==> src/rtl/seq_serializer_if.sv <==
// Handshake and serial-output bundle for seq_serializer.
interface seq_serializer_if #(
  parameter int WIDTH = 8
);
  // valid/ready: a word transfers on a rising clk edge where din_valid && din_ready;
  // din_ready never looks at din_valid, and din is ignored on edges without a transfer.
  logic [WIDTH-1:0] din;
  logic             din_valid;
  logic             din_ready;
  logic             bit_en;
  logic             x;
  logic             x_valid;
  logic             last;

  modport master (
    output din, din_valid, bit_en,
    input  din_ready, x, x_valid, last
  );

  modport slave (
    input  din, din_valid, bit_en,
    output din_ready, x, x_valid, last
  );
endinterface

==> src/rtl/seq_serializer.sv <==
// Parallel-to-serial front end for the 101 detectors; LSB first by default,
// MSB first when SEQ_SER_MSB_FIRST_EN is defined.
module seq_serializer #(
  parameter int   WIDTH    = 8,
  parameter logic IDLE_BIT = 1'b0
) (
  input  logic               clk,
  input  logic               rst,
  seq_serializer_if.slave    bus,
  output logic               dbg_state
);
  localparam int CW = (WIDTH > 2) ? $clog2(WIDTH) : 1;

  localparam logic [0:0] ST_IDLE  = 1'b0;
  localparam logic [0:0] ST_SHIFT = 1'b1;

  logic [0:0]       state;
  logic [WIDTH-1:0] sreg;
  logic [CW-1:0]    cnt;
  logic [WIDTH-1:0] sreg_next;
  logic             out_bit;
  logic             accept;
  logic             cnt_zero;

`ifdef SEQ_SER_MSB_FIRST_EN
  assign out_bit   = sreg[WIDTH-1];
  assign sreg_next = {sreg[WIDTH-2:0], 1'b0};
`else
  assign out_bit   = sreg[0];
  assign sreg_next = {1'b0, sreg[WIDTH-1:1]};
`endif

  assign cnt_zero      = (cnt == '0);
  // Ready on the final enabled bit as well, so back-to-back words need no gap cycle.
  assign bus.din_ready = rst && ((state == ST_IDLE) ||
                                 ((state == ST_SHIFT) && cnt_zero && bus.bit_en));
  assign accept        = bus.din_valid && bus.din_ready;

  always_ff @(posedge clk or negedge rst) begin
    if (!rst) begin
      state <= ST_IDLE;
      sreg  <= '0;
      cnt   <= '0;
    end else begin
      case (state)
        ST_IDLE: begin
          if (accept) begin
            sreg  <= bus.din;
            cnt   <= CW'(WIDTH - 1);
            state <= ST_SHIFT;
          end
        end
        ST_SHIFT: begin
          if (bus.bit_en) begin
            if (!cnt_zero) begin
              sreg <= sreg_next;
              cnt  <= cnt - 1'b1;
            end else if (accept) begin
              sreg <= bus.din;
              cnt  <= CW'(WIDTH - 1);
            end else begin
              state <= ST_IDLE;
            end
          end
        end
        default: state <= ST_IDLE;
      endcase
    end
  end

  assign bus.x       = (state == ST_SHIFT) ? out_bit : IDLE_BIT;
  assign bus.x_valid = (state == ST_SHIFT);
  assign bus.last    = (state == ST_SHIFT) && cnt_zero;
  assign dbg_state   = state;
endmodule

==> src/flat_wrapper.sv <==
// flat-port wrapper written by rule: the top's interface ports become plain ports
module seq_serializer_flat 
#(
  parameter int   WIDTH    = 8,
  parameter logic IDLE_BIT = 1'b0
)
  (clk, rst, dbg_state, bus_din, bus_din_valid, bus_bit_en, bus_din_ready, bus_x, bus_x_valid, bus_last);
  seq_serializer_if #(.WIDTH(WIDTH)) bus_i ();
  input  logic clk;
  input  logic rst;
  output logic dbg_state;
  input wire logic [$bits(bus_i.din)-1:0] bus_din;
  input wire logic [$bits(bus_i.din_valid)-1:0] bus_din_valid;
  input wire logic [$bits(bus_i.bit_en)-1:0] bus_bit_en;
  output wire logic [$bits(bus_i.din_ready)-1:0] bus_din_ready;
  output wire logic [$bits(bus_i.x)-1:0] bus_x;
  output wire logic [$bits(bus_i.x_valid)-1:0] bus_x_valid;
  output wire logic [$bits(bus_i.last)-1:0] bus_last;
  assign bus_i.din = bus_din;
  assign bus_i.din_valid = bus_din_valid;
  assign bus_i.bit_en = bus_bit_en;
  assign bus_din_ready = bus_i.din_ready;
  assign bus_x = bus_i.x;
  assign bus_x_valid = bus_i.x_valid;
  assign bus_last = bus_i.last;
  seq_serializer #(.WIDTH(WIDTH), .IDLE_BIT(IDLE_BIT)) u_core (.clk(clk), .rst(rst), .bus(bus_i), .dbg_state(dbg_state));
endmodule
==> config.mk <==
export PLATFORM = sky130hd
export DESIGN_NAME = seq_serializer_flat
export DESIGN_NICKNAME = d
export VERILOG_FILES = /design/src/rtl/seq_serializer_if.sv /design/src/rtl/seq_serializer.sv /design/src/flat_wrapper.sv
export SDC_FILE = /design/constraint.sdc
export NUM_CORES = 1
export LEC_CHECK = 0
export CORE_MARGIN = 2
export CORE_UTILIZATION = 50
export DETAILED_ROUTE_END_ITERATION = 8
export PLACE_DENSITY_LB_ADDON = 0.08
export REMOVE_ABC_BUFFERS = 1
export SYNTH_ARGS = -nofsm -noshare
export SYNTH_HDL_FRONTEND = slang
export SYNTH_SLANG_ARGS = --single-unit
export TNS_END_PERCENT = 1
==> constraint.sdc <==
create_clock -name clk -period 4 [get_ports clk]
set_input_delay 0.8 -clock clk [delete_from_list [all_inputs] [get_ports clk]]
set_output_delay 0.8 -clock clk [all_outputs]
set_load 0.1 [all_outputs]
==> impl_metrics.tcl <==
set metrics [dict create \
    power_frac_clock 0.112 \
    synth_seq_cells 12 \
    rows 13 \
    num_antenna_cells 0 \
    setup_viol 0 \
    tightest_slew_ps 962 \
    synth_top_area_cell "dfrtp_1" \
    wl_um 1560 \
    cp_slowest_cell "clkdlybuf4s50_1" \
    clk-insertion-delay-late_ps 270 \
    first_global_vias 580 \
    io_buffer_count 16 \
    final-seq-area_sq_um 300 \
    netlist_instances 76 \
    first_pass_iters 4 \
    synth_xor_area_frac 0 \
    drtIter0Drc 30 \
    hold_path.class "reg2reg" \
    ctsResizeCount 0 \
    start_util 0.552 \
    grt_max_degree 19 \
    cp_cell_sequence "clkdlybuf4s50_1" \
    rsz0062_at_grt "false" \
    antenna_found_initial 0 \
    combPwrFrac 0.536 \
    setup-tns-final_ps 0 \
    dp.cells 104 \
    leakagePower_nw 0.418 \
    dieArea_sq_um 1790 \
    finalNetCount 108 \
    finClkSkew_ps 8.85 \
    yosysSeqAreaShare 0.408 \
    drv_slew 0 \
    vdd_ir_drop_max_mv 0.379 \
    p_int_w 0.000337 \
    worst_setup_path_end_kind "output port" \
    p_per_area_nw_per_um2 686 \
    startpoint_type "flip-flop" \
    ys_types 26 \
    synth-adder-area-share 0.0340 \
    critPathTopFamily "buffers and inverters" \
    power_switching_w 0.000288 \
    path_clk_slew_ps 70 \
    grt_usage 0.194 \
    min_period_over_period 0.770 \
    seqPwrFrac 0.352 \
    cp.arrival_ps 2280 \
    yosysTopAreaCellShare 0.408 \
    cp_max_fo 18 \
    status "finished clean" \
    cp_slowest_stage_delay_ps 1250 \
    cts_inserted_buffers 3 \
    fmax_ghz 0.325 \
    syn_to_final_growth_pct 23.8 \
    min_period_ps 3080 \
    fillCellCount 111 \
    preCtsSetupSlack_ps 1140 \
    synth_compound_area_frac 0.252 \
    clock-sinks 12 \
    crit_buf_inv 1 \
    cts_tree "yes" \
    via_count 661 \
    fin_ws_ps 921 \
    cts_hold_buf 0 \
    clockBufferDepth 2 \
    core-area_sq_um 1330 \
    synth-simple-area-share 0.143 \
    synthMuxAreaShare 0.102 \
    power.share.switching 0.460 \
    drive_above_1_share 0.185 \
    drv_cap 0 \
    overflow 0 \
    syn_avg_cell_area_sq_um 9.68 \
    synth.area.top_cells "dfrtp_1 (41%), mux2_4 (10%), o22ai_1 (8.5%)" \
    ios 17 \
    instances_no_fill 107 \
    synth_area_sq_um 736 \
    required_ps 3200 \
    hpwl_um 1090 \
    grt_pass1_wl_um 2620 \
    detail-route-antenna-nets 0 \
    routed_via_density 6.18 \
    cts_setup_buffers 0 \
    slew_headroom 0.357 \
    drc 0 \
    dieHeight_um 42.4 \
    place_congestion 0.770 \
    hold_viol 0 \
    multiInputGateArea_sq_um 390 \
    wire_per_inst_um 14.6 \
    die_x_um 42.4 \
    synth_top_family_by_area "compound AO/OA/AOI/OAI gates" \
    crit_type "reg2out" \
    clockRootBuffer "clkbuf_4" \
    p_total_w 0.000625 \
    cts.htree.levels 1 \
    yosys_warnings 0 \
]
synth_stat cells:
cell type and number:
nand3b_1 1, buf_4 1, dfrtp_1 12, a221o_1 1, and2_1 2, a31oi_1 1
a21oi_1 9, a41oi_1 1, inv_1 2, nand2b_1 2, o21ai_1 4, o21ai_0 1
inv_2 1, nand3_1 2, buf_6 1, nor2_1 4, nand2_4 2, a32oi_1 1
a22o_2 1, nor2b_1 1, ha_1 2, a22o_1 1, o22ai_1 10, nand2_1 5
mux2_4 5, buf_2 3
worst paths after layout:
kind	depth (start not counted)	slack, ps	from	end
worst max-delay path	1	920	u_core.bus.x_valid	bus_x_valid
max in group asynchronous	2	2980	rst	u_core.sreg[4]
worst min register to register	1	500	u_core.sreg[7]	u_core.sreg[7]
min in group asynchronous	2	840	rst	u_core.sreg[0]
worst min-delay path	1	500	u_core.sreg[7]	u_core.sreg[7]
worst max register to register	6	2180	u_core.cnt[0]	u_core.sreg[6]
per-stage QoR:
step                      hold WS (ps)  cell area, sq um   util
after floorplan                    466               702      -
after global placement             489               888  0.666
after detailed placement           489               888  0.666
after CTS                          509               911  0.683
after global routing               528               911  0.683
final                              503               911  0.683
cells by family (layout without fill, tap and decap cells):
kind of cell               count (synthesis)  in the layout
and+or+nand+nor                           19             19
DFF                                       12             12
AOI/OAI and AO/OA                         30             30
buffers and inverters                      8             24
adders and majority gates                  2              2
muxes                                      5              5
placed cells by master (no fill, tap or decap), types with 3 or more instances in the layout:
cell type	synthesis	final
dfrtp_1	12	12
nor2_1	4	4
mux2_4	5	5
o22ai_1	10	10
clkbuf_4	0	3
a21oi_1	9	9
buf_4	1	5
o21ai_1	4	4
nand2_1	5	5
clkdlybuf4s50_1	0	13
routing by layer:
layer / routed length, um / global-route usage / vias up
li1: - / - / 313
met1: 710 / 0.270 / 320
met2: 730 / 0.274 / 24
met3: 97 / 0.0690 / 4
met4: 25 / 0.0750 / 0
met5: 0 / 0 / -
power by group through the flow:
stage	sequential, W	clock (W)	combinational, W
2_1_floorplan	0.000238	0	0.000239
3_3_place_gp	0.000217	0	0.000325
3_5_place_dp	0.000221	0	0.000333
6_report	0.000220	0.0000699	0.000335
4_1_cts	0.000219	0.0000710	0.000334
5_1_grt	0.000228	0.0000761	0.000361
layout make-up:
| class | count | area share |
|---|---|---|
| Clock buffer | 3 | 0.0247 |
| Inverter | 3 | 0.0124 |
| Multi-Input combinational cell | 56 | 0.429 |
| Sequential cell | 12 | 0.330 |
| Tap cell | 15 | 0.0206 |
| Timing Repair Buffer | 18 | 0.184 |
flip-flops by register name, indices dropped and copies added, names as in the netlist:
register,cells
u_core.bus.x_valid,1
u_core.cnt,3
u_core.sreg,8
No activity file was read; power rests on OpenSTA's default activity.
